File: src/rtl/muldiv_pkg.sv
// Shared definitions for the iterative signed multiply/divide controller.
// Holds the FSM encoding, datapath sizes and the working-register layout.
package muldiv_pkg;

    localparam int WIDTH = 32;
    localparam int ITER  = 32;

    localparam logic [1:0] ST_IDLE     = 2'd0;
    localparam logic [1:0] ST_MULT_RUN = 2'd1;
    localparam logic [1:0] ST_DIV_RUN  = 2'd2;
    localparam logic [1:0] ST_DONE     = 2'd3;

    // acc is one bit wider than an operand so Booth can subtract -2^31 without overflow
    typedef struct packed {
        logic [WIDTH:0]   acc;
        logic [WIDTH-1:0] low;
        logic             qbit;
    } work_t;

    function automatic logic [WIDTH-1:0] magnitude(input logic [WIDTH-1:0] v);
        logic [WIDTH-1:0] m;
        if (v[WIDTH-1]) begin
            m = {WIDTH{1'b0}} - v;
        end else begin
            m = v;
        end
        return m;
    endfunction

endpackage

File: src/rtl/muldiv_step.sv
// One iteration of the shared datapath: radix-2 Booth step for multiply,
// restoring shift/subtract step on operand magnitudes for divide.
module muldiv_step
    import muldiv_pkg::*;
(
    input  logic             is_div,
    input  work_t            cur,
    input  logic [WIDTH-1:0] op,
    output work_t            nxt
);

    logic [WIDTH:0] op_ext_s;
    logic [WIDTH:0] booth_s;
    logic [WIDTH:0] shifted_s;
    logic [WIDTH:0] trial_s;

    // Booth add/subtract selection then arithmetic shift; restoring trial subtract otherwise
    always_comb begin
        op_ext_s  = {op[WIDTH-1], op};
        shifted_s = {cur.acc[WIDTH-1:0], cur.low[WIDTH-1]};
        trial_s   = shifted_s - {1'b0, op};
        booth_s   = cur.acc;
        nxt       = cur;
        case ({cur.low[0], cur.qbit})
            2'b01:   booth_s = cur.acc + op_ext_s;
            2'b10:   booth_s = cur.acc - op_ext_s;
            default: booth_s = cur.acc;
        endcase
        if (is_div) begin
            nxt.qbit = 1'b0;
            if (!trial_s[WIDTH]) begin
                nxt.acc = trial_s;
                nxt.low = {cur.low[WIDTH-2:0], 1'b1};
            end else begin
                nxt.acc = shifted_s;
                nxt.low = {cur.low[WIDTH-2:0], 1'b0};
            end
        end else begin
            nxt.acc  = {booth_s[WIDTH], booth_s[WIDTH:1]};
            nxt.low  = {booth_s[0], cur.low[WIDTH-1:1]};
            nxt.qbit = cur.low[0];
        end
    end

endmodule

File: src/rtl/muldiv_ctrl.sv
// Iterative signed multiply/divide controller: 32 datapath steps per
// operation, HI/LO result registers and one-cycle completion pulses.
module muldiv_ctrl
    import muldiv_pkg::*;
(
    input  logic              clk,
    input  logic              reset,
    input  logic              MultCtrl,
    input  logic              DivCtrl,
    input  logic [WIDTH-1:0]  a_in,
    input  logic [WIDTH-1:0]  b_in,
    output logic [WIDTH-1:0]  hi_out,
    output logic [WIDTH-1:0]  lo_out,
    output logic              busy,
    output logic              multStop,
    output logic              DivStop,
    output logic              DivZero
);

    logic [1:0]       state_r;
    logic [4:0]       cnt_r;
    logic             last_r;
    work_t            work_r;
    work_t            work_nx_s;
    logic [WIDTH-1:0] op_r;
    logic             neg_quot_r;
    logic             neg_rem_r;
    logic             dzero_r;
    logic [WIDTH-1:0] hi_r;
    logic [WIDTH-1:0] lo_r;
    logic             busy_r;
    logic             mult_stop_r;
    logic             div_stop_r;
    logic             div_zero_r;
    logic             is_div_s;
    logic [WIDTH-1:0] quot_s;
    logic [WIDTH-1:0] rem_s;

    assign is_div_s = (state_r == ST_DIV_RUN);
    assign hi_out   = hi_r;
    assign lo_out   = lo_r;
    assign busy     = busy_r;
    assign multStop = mult_stop_r;
    assign DivStop  = div_stop_r;
    assign DivZero  = div_zero_r;

    muldiv_step u_step (
        .is_div (is_div_s),
        .cur    (work_r),
        .op     (op_r),
        .nxt    (work_nx_s)
    );

    // Restore operand signs onto the unsigned quotient and remainder
    always_comb begin
        if (neg_quot_r) begin
            quot_s = {WIDTH{1'b0}} - work_r.low;
        end else begin
            quot_s = work_r.low;
        end
        if (neg_rem_r) begin
            rem_s = {WIDTH{1'b0}} - work_r.acc[WIDTH-1:0];
        end else begin
            rem_s = work_r.acc[WIDTH-1:0];
        end
    end

    // Controller FSM, iteration counter, working and result registers
    always_ff @(posedge clk or negedge reset) begin
        if (!reset) begin
            state_r     <= ST_IDLE;
            cnt_r       <= 5'd0;
            last_r      <= 1'b0;
            work_r      <= '{acc: {(WIDTH+1){1'b0}}, low: {WIDTH{1'b0}}, qbit: 1'b0};
            op_r        <= {WIDTH{1'b0}};
            neg_quot_r  <= 1'b0;
            neg_rem_r   <= 1'b0;
            dzero_r     <= 1'b0;
            hi_r        <= {WIDTH{1'b0}};
            lo_r        <= {WIDTH{1'b0}};
            busy_r      <= 1'b0;
            mult_stop_r <= 1'b0;
            div_stop_r  <= 1'b0;
            div_zero_r  <= 1'b0;
        end else begin
            mult_stop_r <= 1'b0;
            div_stop_r  <= 1'b0;
            div_zero_r  <= 1'b0;
            case (state_r)
                ST_IDLE: begin
                    if (MultCtrl || DivCtrl) begin
                        cnt_r  <= 5'd0;
                        last_r <= 1'b0;
                        busy_r <= 1'b1;
                        // MultCtrl wins when both requests arrive together
                        if (MultCtrl) begin
                            state_r <= ST_MULT_RUN;
                            work_r  <= '{acc: {(WIDTH+1){1'b0}}, low: b_in, qbit: 1'b0};
                            op_r    <= a_in;
                            dzero_r <= 1'b0;
                        end else begin
                            state_r    <= ST_DIV_RUN;
                            work_r     <= '{acc: {(WIDTH+1){1'b0}}, low: magnitude(a_in), qbit: 1'b0};
                            op_r       <= magnitude(b_in);
                            neg_quot_r <= a_in[WIDTH-1] ^ b_in[WIDTH-1];
                            neg_rem_r  <= a_in[WIDTH-1];
                            dzero_r    <= (b_in == {WIDTH{1'b0}});
                        end
                    end
                end
                ST_MULT_RUN, ST_DIV_RUN: begin
                    if (is_div_s && dzero_r) begin
                        state_r    <= ST_DONE;
                        div_stop_r <= 1'b1;
                        div_zero_r <= 1'b1;
                    end else if (last_r) begin
                        state_r <= ST_DONE;
                        if (is_div_s) begin
                            hi_r       <= rem_s;
                            lo_r       <= quot_s;
                            div_stop_r <= 1'b1;
                        end else begin
                            hi_r        <= work_r.acc[WIDTH-1:0];
                            lo_r        <= work_r.low;
                            mult_stop_r <= 1'b1;
                        end
                    end else begin
                        work_r <= work_nx_s;
                        cnt_r  <= cnt_r + 5'd1;
                        last_r <= (cnt_r == 5'(ITER - 1));
                    end
                end
                ST_DONE: begin
                    state_r <= ST_IDLE;
                    busy_r  <= 1'b0;
                end
                default: begin
                    state_r <= ST_IDLE;
                    busy_r  <= 1'b0;
                end
            endcase
        end
    end

endmodule
File: config.mk
export PLATFORM = sky130hd
export DESIGN_NAME = muldiv_ctrl
export DESIGN_NICKNAME = d
export VERILOG_FILES = /design/src/rtl/muldiv_pkg.sv /design/src/rtl/muldiv_step.sv /design/src/rtl/muldiv_ctrl.sv
export SDC_FILE = /design/constraint.sdc
export NUM_CORES = 1
export LEC_CHECK = 0
export BUFFER_PORTS_ARGS = -buffer_cell sky130_fd_sc_hd__buf_2
export CAP_MARGIN = 0
export CELL_PAD_IN_SITES_DETAIL_PLACEMENT = 0
export CELL_PAD_IN_SITES_GLOBAL_PLACEMENT = 1
export CORE_ASPECT_RATIO = 2
export CORE_MARGIN = 2
export CORE_UTILIZATION = 41
export DETAILED_ROUTE_END_ITERATION = 12
export GPL_TIMING_DRIVEN = 0
export HOLD_SLACK_MARGIN = 0.03
export PLACE_DENSITY_LB_ADDON = 0.05
export SLEW_MARGIN = 0
export SYNTH_ARGS = -nofsm -noshare
export SYNTH_HDL_FRONTEND = slang
export SYNTH_SLANG_ARGS = --single-unit
export TNS_END_PERCENT = 5
File: constraint.sdc
create_clock -name clk -period 4.2 [get_ports clk]
set_input_delay 0.63 -clock clk [delete_from_list [all_inputs] [get_ports clk]]
set_output_delay 0.63 -clock clk [all_outputs]
set_load 0.02 [all_outputs]
# --- Word level (Yosys, flattened, before mapping) ---
# Index checks and enable logic that the tools add are counted.
op_classes:
  addsub: 8
  n_eq_ne: 10
  mux: 41
  bitwise: 3
  reduce_logical: 14
ops:
  columns: ["cell", "count"]
  rows:
  - ["66-bit 2-to-1 mux", 4]
  - ["32-bit 2-to-1 mux", 7]
  - ["66-bit one-hot mux with 2 select lines", 1]
  - ["1-bit by 32-bit subtractor with 32-bit output, first input constant", 4]
  - ["33-bit one-hot mux with 2 select lines", 1]
  - ["65-bit 2-to-1 mux", 1]
  - ["33-bit adder", 1]
  - ["33-bit 2-to-1 mux", 1]
  - ["33-bit by 32-bit subtractor with 33-bit output", 1]
  - ["33-bit subtractor", 1]
  - ["32-bit logical NOT", 1]
  - ["1-bit 2-to-1 mux", 15]
  - ["5-bit 2-to-1 mux", 3]
  - ["5-bit one-hot mux with 2 select lines", 1]
  - ["3-bit AND reduction", 3]
  - ["2-bit 2-to-1 mux", 4]
  - ["2-bit == test, second input constant", 3]
  - ["2-bit inequality test, second input constant", 3]
  - ["2-bit one-hot mux with 3 select lines", 1]
  - ["2-bit AND reduction", 3]
  - ["5-bit by 1-bit adder with 5-bit output, second input constant", 1]
  - ["5-bit == test, second input constant", 1]
  - ["2-bit by 1-bit == test with 1-bit output, second input constant", 2]
  - ["1-bit one-hot mux with 2 select lines", 2]
  - ["other kinds (9)", 11]
totals:
  regBits: 177
  wordCells: 92

# --- Depth between registers and ports, before layout ---
# Gate-level depths: netlist of run 1.
depth:
  ltp_word: 6
  mapped_depth: 22
  depth_no_buf: 21

# --- Modules after synthesis ---
# From an unflattened synthesis of run 1, not the netlist that was laid out.
unflattened:
  cells_unflattened: 1951
  hier_area_um2: 15652.5
modules_own_cells:
  columns: ["mod", "n_inst", "cells_per_inst", "area_each_um2", "seq_area_each_um2"]
  rows:
  - ["muldiv_ctrl", 1, 1149, 10273.6, 4429.2]
  - ["muldiv_step", 1, 802, 5378.9, 0.0]

# --- Worst setup path after synthesis of run 1 ---
# No wires, ideal clock.
synth_timing:
  path_kind: "register to register"
  startpoint: "register op_r[0]"
  endpoint: "register work_r[46] (netlist bit)"
  arrival_ps: 4079
  required_ps: 4078
  path_slack_ps: 0
  path_stages_with_launch: 19
  synth_period_minus_slack_ps: 4200
  cell_sequence: "dfrtp_1 ha_1 inv_1 fa_1 a21oi_1 o211a_1 nor4_1 o211ai_1 a311oi_1 nor2b_1 o21a_1 o21ai_0 a21o_1 ha_1 clkbuf_1 clkinv_1 clkbuf_1 a211o_1 a32o_1"
synth_via:
  elab_chain_len: 6
synth_lines:
  columns: ["element", "line_no", "text"]
  rows:
  - ["start, declared", "muldiv_ctrl.sv:25", "logic [WIDTH-1:0] op_r;"]
  - ["start signal, assigned", "muldiv_ctrl.sv:75", "op_r <= {WIDTH{1'b0}};"]
  - ["start signal, assigned", "muldiv_ctrl.sv:99", "op_r <= a_in;"]
  - ["start signal, assigned", "muldiv_ctrl.sv:104", "op_r <= magnitude(b_in);"]
  - ["33-bit subtractor, or another cell as far along", "muldiv_step.sv:26", "2'b10: booth_s = cur.acc - op_ext_s;"]
  - ["33-bit one-hot mux with 2 select lines or 65-bit 2-to-1 mux (tied branches)", "muldiv_step.sv:24, muldiv_step.sv:31", null]
  - ["66-bit 2-to-1 mux *", "muldiv_step.sv:29", "if (is_div) begin"]
  - ["66-bit 2-to-1 mux *", "muldiv_ctrl.sv:116", "end else if (last_r) begin"]
  - ["66-bit 2-to-1 mux *", "muldiv_ctrl.sv:112", "if (is_div_s && dzero_r) begin"]
  - ["66-bit one-hot mux with 2 select lines *", "muldiv_ctrl.sv:89", "case (state_r)"]
  - ["end signal, assigned", "muldiv_ctrl.sv:98", "work_r <= '{acc: {(WIDTH+1){1'b0}}, low: b_in, qbit: 1'b0};"]
  - ["end signal, assigned", "muldiv_ctrl.sv:103", "work_r <= '{acc: {(WIDTH+1){1'b0}}, low: magnitude(a_in), qbit: 1'b0};"]
  - ["end signal, assigned", "muldiv_ctrl.sv:128", "work_r <= work_nx_s;"]
  - ["end, declared", "muldiv_ctrl.sv:23", "work_t work_r;"]
# Every way passes the cells marked *; elsewhere a longest branch is shown, timed or not. The select of a mux whose other input is x is not followed.
# A chain may end at the register's enable or synchronous reset.

# --- Final worst setup path of run 1 ---
layout_timing:
  startpoint: "register op_r[5]"
  endpoint: "register work_r[64] (netlist bit)"
# Same word-level chain as after synthesis.

==> results of run 1 <==
-- per-stage QoR --
stage	hold WS, ns	setup slack (ns)
after floorplan	0.334	0.0294
after global placement	0.456	-2.02
after detailed placement	0.465	-2.00
after CTS	0.169	-0.0146
after global routing	0.188	-0.218
final	0.0953	-0.0972
-- placed cells by master, fill, tap and decap left out, drive strengths merged, types with 6 or more instances in the layout --
cell	n
nor2	124
o31ai	29
dfrtp	177
nand3	25
a41oi	10
clkbuf	122
or3	18
nor3b	9
xnor2	109
nor3	36
nand2b	14
mux2i	52
a21oi	142
ha	76
o211ai	22
a211oi	13
or2	7
nor2b	13
xor2	87
nand2	294
o21ai	269
a31oi	14
a32o	11
o41ai	14
a22o	8
or4	14
inv	83
mux2	8
nand4	10
buf	171
o21a	11
nor4	22
a221o	10
o221ai	6
and2	9
a21o	23
and3	16
a211o	6
nand3b	6
-- cells in the mapped netlist, types with 6 or more instances --
master,number,area share (%)
a31oi_1,14,0.57
and2_1,9,0.37
nor2b_1,13,0.53
a211o_1,6,0.34
nor3b_1,9,0.44
or3_1,16,0.66
xor2_1,87,5.0
o221ai_1,6,0.34
o31ai_1,27,1.3
xnor2_1,109,6.3
a21o_1,23,1.1
clkbuf_1,109,2.7
nor3_1,35,1.1
o211ai_1,22,1.1
or2_2,7,0.29
a32o_1,11,0.72
a21oi_1,142,4.7
or4_1,13,0.64
mux2_2,8,0.59
a41oi_1,10,0.57
buf_1,11,0.27
nor4_1,21,0.86
nor2_1,124,3.0
o21ai_1,10,0.33
o21ai_0,259,8.5
nand2_1,294,7.2
nand4_1,10,0.41
o21a_1,11,0.54
a22o_1,8,0.46
ha_1,76,6.2
a221o_1,10,0.66
a211oi_1,13,0.64
and3_1,16,0.66
nand2b_1,14,0.57
dfrtp_1,177,29
nand3_1,25,0.82
mux2i_1,52,3.4
inv_1,71,1.7
o41ai_1,13,0.75
-- critical path: cells and delay by family, from the launching register on --
kind	cells	cell delay, ns
flops	1	0.45
buf+inv	2	0.30
simple gates	8	1.44
xor+xnor	1	0.15
fa+ha+maj	1	0.42
compound gates	5	1.45
-- cells by family after synthesis --
logic type / Yosys count / share of synthesized area (%)
muxes: 60 / 4.00
DFF: 177 / 29.0
xor gates and xnor gates: 196 / 11.2
and+or+nand+nor: 628 / 19.0
adders and majority gates: 78 / 6.49
buffers and inverters: 194 / 4.78
AOI/OAI and AO/OA: 633 / 25.5
-- cell type report --
type / instances / area, um^2
Fill cell: 3786 / 19200
Multi-Input combinational cell: 1595 / 10500
Sequential cell: 177 / 4440
Timing Repair Buffer: 158 / 881
Tap cell: 459 / 574
Buffer: 118 / 519
Clock buffer: 17 / 425
Inverter: 73 / 287
Clock inverter: 15 / 204
-- what timing repair did --
action / in CTS / in global routing
pin swaps: 21 / 16
setup buffers: 16 / 9
endpoints found under the setup margin: 34 / 34
resized for setup: 92 / 35
-- state kept, by name, indices dropped and copies added, names as in the netlist --
name and count:
work_r 66, hi_out 32, lo_out 32, op_r 32
cnt_r 5, state_r 2, DivStop 1, DivZero 1
busy 1, dzero_r 1, last_r 1, multStop 1
neg_quot_r 1, neg_rem_r 1
-- per-layer routing --
layer  up-vias  track usage [%]  wire [um]
li1       7394                -          -
met1      7646             33.1      22800
met2       550             63.9      35600
met3       213             3.23       2140
met4         0             27.0       6180
met5         -                0          0
-- worst max path at each step --
stage                    start  slack (ns)          to  depth (start not counted)
floorplan           work_r[32]        0.03  work_r[46]                         19
global placement    work_r[32]       -2.02  work_r[44]                         20
detailed placement  work_r[32]       -2.00  work_r[44]                         20
CTS                    op_r[0]       -0.01  work_r[62]                         20
global route           op_r[5]       -0.22  work_r[64]                         17
finish                 op_r[5]        -0.1  work_r[64]                         17
==> results.ini, run 1 <==
[route]
routed_wire_length_per_instance_um=25.5
dr_vias_cell=6.05
antenna_violating_nets_post_route=0
finalWirelength_um=66700
drtPass1Iterations=6
detail_route.iter0.violations=993
post-route-drc-count=0
vias=15803

[yosys]
syn-mean-instance-area_um2=7.77
synth-seq-area-share_pct=29.0
synth.net_count=2112
yosys_warnings=0
yosys.cell_types.count=75
synth_seq_cells=177
synth_async_sr_flop_share_pct=100
synth_top_flop_cell=dfrtp_1
synthesis.instances=1966
netlist_area_mm2=0.0153
synth_edf_count=0

[clock_tree]
cts_root_buf=clkbuf_16
cts_bufs_inserted=17
clock_tree.htree_level_count=4
clock_latency_ns=0.48
cts_tree=yes
path_clk_slew_ns=0.10
postCtsHoldBufs=0
cts-root-to-sink-buffers=2
clock_sink_count=177

[timing]
post-route-min-period_ns=4.30
worst-slew-pin-transition_ns=1.32
relSlewSlack_pct=11.4
final.setup_skew_ns=0.0196
timing.final.crit_share_pct=102
timing.fmax_mhz=233
finalSetupViolations=6
unrepaired_setup_endpoints_after_global_routing=yes
postLayoutSetupSlackWorst_ns=-0.0972
tns_ns=-0.341
maxSlewViolCount=0
finalHoldViolCount=0

[setup_path]
worst_r2r_src=op_r[5]
cp-end-kind=flop
cp_slowest_stage_delay_ns=0.47
r2r_cells=17
timing.critical_path.arrival_ns=4.66
worst_path_max_delay_cell=a311oi_4
cp.required_ns=4.57
largest_fanout_on_the_critical_path=5
cp_startpoint_kind=flop
critical_path_class=reg2reg
setup.reg_to_reg.worst_slack_ns=-0.1
timing.critical_path.cells=or3_4 -> or3_4 -> nor4_4 -> buf_4 -> buf_4 -> nor2_1 -> xnor2_1 -> ha_1 -> nand2_1 -> o21ai_2 -> nor4_4 -> a311oi_4 -> o311ai_4 -> a21oi_2 -> nor3_1 -> nand3b_1 -> a32o_1
critical_path.reg2reg.endpoint=work_r[64]

[placement]
port_buffers=134
gp_congestion=0.942
dpl-instance-area_mm2=0.0166
place.detailed.hpwl_um=53200
post-place-cells=2560

[global_routing]
gr-total-overflow=0
grt_antenna_before_repair=0
vias_in_the_first_global_route=16116
gr-usage-all-layers_pct=33.9
grt_first_pass_wirelength_um=98700
pin_count_of_the_biggest_net_entering_global_routing=92

[die]
io_pins=136
core.rowCount=100
initial_utilization_pct=41.2
floorplan.core_area_mm2=0.0370
die-height_um=277
die_footprint_mm2=0.0389
die_width_um=140

[outcome]
status=complete, but fails checks
violations=setup timing

[finish]
design_area_mm2=0.0178
final_layout_size_suffix_gt1_share_pct=14.0
finalNetCount=2286
antenna-diode-count=0
utilization_pct=48.2
final_cells=2612
area_growth_syn_to_layout_pct=16.8

[hold_path]
min-delay-path-class=in2async

[job]
cap_viol_max_count=0

Power of run 1 is left out: the tool's default activity adds up to more than one toggle a clock period on the data nets, which glitch-free logic cannot reach.
==> run 2: changes to the inputs <==
Settings changed: CORE_UTILIZATION 41 to 42, SYNTH_HIERARCHICAL set to 1.
==> results.ini, run 2 <==
[global_routing]
grt_first_pass_wirelength_um=104000
gr-usage-all-layers_pct=36.0
met3_usage_pct=3.56
gr-total-overflow=0
busiest_layer=met2
groute.layer.met2.usage_pct=67.6
pin_count_of_the_biggest_net_entering_global_routing=109
met1_usage_pct=34.6
vias_in_the_first_global_route=16705
grt_antenna_before_repair=0

[clock_tree]
clock_tree.htree_level_count=4
postCtsHoldBufs=0
cts_bufs_inserted=17
path_clk_slew_ns=0.08
clock_latency_ns=0.47
cts-root-to-sink-buffers=2
cts_tree=yes
cts_root_buf=clkbuf_16
clock_sink_count=177

[route]
vias=16017
dr_vias_cell=6.18
routed_wire_length_per_instance_um=27.0
drtPass1Iterations=5
post-route-drc-count=0
antenna_violating_nets_post_route=0
finalWirelength_um=69900
detail_route.iter0.violations=1043

[die]
initial_utilization_pct=42.3
die_footprint_mm2=0.0389
die_width_um=141
floorplan.core_area_mm2=0.0370
io_pins=136
die-height_um=277
core.rowCount=100

[setup_path]
largest_fanout_on_the_critical_path=7
cp.required_ns=4.56
critPathMostFrequentCell=buf_4
critical_path_class=reg2reg
timing.critical_path.arrival_ns=4.91
cp_slowest_stage_delay_ns=0.56
worst_path_max_delay_cell=or4_4
timing.critical_path.cells=or4_4 -> nor4_4 -> nand2_2 -> nor3_4 -> buf_4 -> and3_4 -> nor2_1 -> xnor2_2 -> ha_4 -> nand2_1 -> nor2_4 -> nand4_1 -> a2111oi_2 -> buf_4 -> o32ai_2 -> xor2_1 -> nor3_2 -> nor3b_4 -> a211oi_2 -> a22o_1
cp-end-kind=flop
cp_startpoint_kind=flop

[placement]
port_buffers=132
post-place-cells=2544
dp_worst_setup_slack_ns=-2.39
place.detailed.hpwl_um=56300
gp_congestion=0.990

[timing]
timing.final.crit_share_pct=108
postLayoutSetupSlackWorst_ns=-0.351
final.setup_skew_ns=0.0142
whs_ns=0.112
relSlewSlack_pct=25.0
unrepaired_setup_endpoints_after_global_routing=yes
maxSlewViolCount=0
post-route-min-period_ns=4.55
timing.fmax_mhz=220
tns_ns=-1.10
finalHoldViolCount=0
worst-slew-pin-transition_ns=1.11
finalSetupViolations=8

[yosys]
synthTopCellsByCount=nand2_1 (200), dfrtp_1 (177), o21ai_0 (172)
synth_area_leaders=dfrtp_1 (28%), xnor2_1 (6.7%), ha_1 (6.1%), o21ai_0 (5.5%), a21oi_1 (5.0%)
synth_async_sr_flop_share_pct=100
synth_top_flop_cell=dfrtp_1
synth_seq_cells=177
synth.net_count=2097
netlist_area_mm2=0.0157
yosys_warnings=6
syn-mean-instance-area_um2=8.02
yosys.cell_types.count=91
library_cell_with_the_highest_instance_count_after_synthesis=nand2_1
yosysTopAreaCellShare_pct=28.3
synthesis.instances=1951
synthDominantAreaCellType=dfrtp_1
synth_edf_count=0
synth-seq-area-share_pct=28.3

[finish]
antenna-diode-count=0
final_layout_size_suffix_gt1_share_pct=16.4
area_growth_syn_to_layout_pct=16.1
max_reg_flops=66
layout.cells.most_common=nand2_1
layout.cells.most_common_list=nand2_1 (198), o21ai_0 (164), dfrtp_1 (161), nor2_1 (151), a21oi_1 (145)
utilization_pct=49.1
largest-register=work_r
final_cells=2592
finalNetCount=2266
layout.filler_cells=3734

[power_and_ir_drop]
power.leakage_nw=7.87
cellPowerDensity_mw_per_mm2=955
vdd_drop_max_mv=0.475

[job]
cap_viol_max_count=0

[outcome]
status=complete, but fails checks
violations=setup timing

[hold_path]
min-delay-path-class=in2async

[run 2: stage by stage]
| step | instance area, um^2 | power [mW] |
|---|---|---|
| detailed placement | 16900 | 14.6 |
| CTS | 18000 | 16.9 |
| global placement | 16900 | 14.5 |
| finish | 18200 | 17.4 |
| global route | 18200 | 18.5 |
| floorplan | 15700 | 10.9 |
[run 2: report_power, final]
group	switching, mW	internal, mW
Sequential	1.12	2.19
Combinational	7.52	4.83
Clock	0.885	0.811
Total	9.53	7.84
[run 2: cell type report]
cell class	count	area (um^2)	area share, %
Multi-Input combinational cell	1581	10800	59.6
Sequential cell	177	4450	24.5
Timing Repair Buffer	152	841	4.63
Tap cell	459	574	3.16
Buffer	111	572	3.15
Clock buffer	17	425	2.34
Inverter	80	303	1.67
Clock inverter	15	183	1.01
[run 2: final timing paths]
| check | startpoint | endpoint | slack (ns) | cells past startpoint |
|---|---|---|---|---|
| hold / removal | reset | work_r[38] | 0.11 | 1 |
| setup reg to reg | op_r[11] | work_r[64] | -0.35 | 20 |
| setup / recovery | op_r[11] | work_r[64] | -0.35 | 20 |
| hold reg to reg | hi_out[11] | hi_out[11] | 0.47 | 2 |
| min in group clk | hi_out[11] | hi_out[11] | 0.47 | 2 |
| max in group asynchronous | reset | cnt_r[3] | 3.07 | 2 |
[run 2: cell families after synthesis]
family | share of synthesized area, %
AOI/OAI and AO/OA | 25.3
and+or+nand+nor | 19.8
buffers and inverters | 5.13
xor gates and xnor gates | 10.4
DFF | 28.3
adders and majority gates | 6.33
muxes | 4.80
[run 2: critical path: cells and delay by family (launching register included)]
kind	cells	cell delay [ns]
buf+inv	2	0.36
xor+xnor	2	0.42
flops	1	0.41
simple gates	11	2.25
compound gates	4	0.65
fa+ha+maj	1	0.34
[run 2: per-layer routing]
layer | vias up | routed length, um
met5 | - | 0
met4 | 0 | 7140
met3 | 226 | 2200
met2 | 543 | 36900
met1 | 7754 | 23600
li1 | 7494 | -
[run 2: repair_timing]
| item | 4_1_cts | 5_1_grt |
|---|---|---|
| resized for setup | 93 | 43 |
| setup endpoints to repair | 34 | 34 |
| pin swaps | 27 | 21 |
| buffers inserted | 15 | 3 |
Power figures use the tool's default switching activity.
==> run 3: changes to the inputs <==
Settings changed: SETUP_SLACK_MARGIN set to 0.15.
==> results.ini, run 3 (same netlist as run 2, synthesis figures left out) <==
[global_routing]
gr-usage-all-layers_pct=36.5
met1_usage_pct=34.7
vias_in_the_first_global_route=16519
grt_first_pass_wirelength_um=105000
met3_usage_pct=3.94
busiest_layer=met2
pin_count_of_the_biggest_net_entering_global_routing=115
grt_antenna_before_repair=0
gr-total-overflow=0
groute.layer.met2.usage_pct=68.2

[route]
dr_vias_cell=6.21
post-route-drc-count=0
finalWirelength_um=71300
routed_wire_length_per_instance_um=27.5
drtPass1Iterations=5
detail_route.iter0.violations=1055
vias=16073
antenna_violating_nets_post_route=0

[die]
io_pins=136
die_width_um=141
die_footprint_mm2=0.0389
die-height_um=277
core.rowCount=100
floorplan.core_area_mm2=0.0370
initial_utilization_pct=42.3

[timing]
whs_ns=0.0717
maxSlewViolCount=0
worst-slew-pin-transition_ns=1.29
postLayoutSetupSlackWorst_ns=-0.430
finalHoldViolCount=0
timing.fmax_mhz=216
unrepaired_setup_endpoints_after_global_routing=yes
timing.final.crit_share_pct=110
relSlewSlack_pct=13.1
post-route-min-period_ns=4.63
final.setup_skew_ns=0.0136
finalSetupViolations=9

[finish]
antenna-diode-count=0
max_reg_flops=66
utilization_pct=49.0
largest-register=work_r
layout.filler_cells=3760
layout.cells.most_common_list=nand2_1 (198), dfrtp_1 (162), o21ai_0 (159), nor2_1 (151), a21oi_1 (144)
layout.cells.most_common=nand2_1
finalNetCount=2264
final_layout_size_suffix_gt1_share_pct=16.2
design_area_mm2=0.0181
area_growth_syn_to_layout_pct=15.9

[clock_tree]
cts_root_buf=clkbuf_16
clock_tree.htree_level_count=4
postCtsHoldBufs=0
path_clk_slew_ns=0.08
cts-root-to-sink-buffers=2
clock_latency_ns=0.47
cts_tree=yes
cts_bufs_inserted=17
clock_sink_count=177

[setup_path]
timing.critical_path.arrival_ns=4.99
critical_path_class=reg2reg
r2r_cells=21
cp-end-kind=flop
critical_path.reg2reg.endpoint=work_r[65]
setup.reg_to_reg.worst_slack_ns=-0.43
cp-startpoint=op_r[10]
cp_startpoint_kind=flop
cp.required_ns=4.56
largest_fanout_on_the_critical_path=4
worst_r2r_src=op_r[10]

[placement]
gp_congestion=1.04
place.detailed.hpwl_um=57600
dpl-instance-area_mm2=0.0170
port_buffers=132

[outcome]
violations=setup timing
status=complete, but fails checks

[power_and_ir_drop]
cellPowerDensity_mw_per_mm2=955
vdd_drop_max_mv=0.458
fin_total_pwr_mw=17.3
power.leakage_nw=7.87

[hold_path]
min-delay-path-class=in2async

[job]
cap_viol_max_count=0

## run 3: worst max-delay path by stage
stage | to | slack [ns] | depth (start not counted)
after floorplan | work_r[45] | 0.15 | 18
after global placement | work_r[47] | -2.02 | 19
after detailed placement | work_r[47] | -2.07 | 19
after CTS | work_r[65] | -0.57 | 18
after global routing | work_r[65] | -0.57 | 20
final | work_r[65] | -0.43 | 21
## run 3: worst max-delay path: stages, from the launching register on
cell	delay (ns)
dfrtp_2	0.41
or4_4	0.58
nor4_4	0.20
buf_4	0.16
and2_4	0.15
nor4b_4	0.18
buf_4	0.18
a21oi_2	0.06
xnor2_1	0.25
ha_1	0.29
buf_4	0.15
nand2_1	0.10
o21ai_4	0.10
a211oi_4	0.25
o21ai_2	0.09
o211a_1	0.13
o32ai_2	0.26
xor2_1	0.32
nor3_2	0.09
nor3b_2	0.30
a21oi_2	0.06
a22o_1	0.22
## run 3: report_power, final
group	switching [mW]	internal [mW]
clock network	0.879	0.866
registers	1.10	2.19
logic	7.50	4.79
## run 3: per-stage QoR
step,std cells,setup TNS [ns],setup WS [ns]
final,2590,-1.46,-0.430
after global routing,2590,-3.78,-0.574
after CTS,2586,-1.99,-0.569
after detailed placement,2543,-57.72,-2.07
after global placement,2542,-144.29,-2.02
after floorplan,1951,0,0.146
## run 3: cell type report
cell class	count	area, um^2	share of cell area [%]
Inverter	80	303	1.67
Clock buffer	18	429	2.37
Clock inverter	14	189	1.04
Sequential cell	177	4450	24.5
Buffer	113	579	3.19
Tap cell	459	574	3.17
Timing Repair Buffer	148	811	4.47
Multi-Input combinational cell	1581	10800	59.6
## run 3: timing repair
action,CTS,global route
resized for setup,79,47
setup endpoints to repair,34,34
buffers inserted,11,4
pin swaps,20,35
## run 3: metal layers
layer | part of all wire (%) | up-vias
met5 | 0 | -
met4 | 10 | 0
met3 | 3.6 | 256
met2 | 53 | 586
met1 | 33 | 7764
li1 | - | 7467
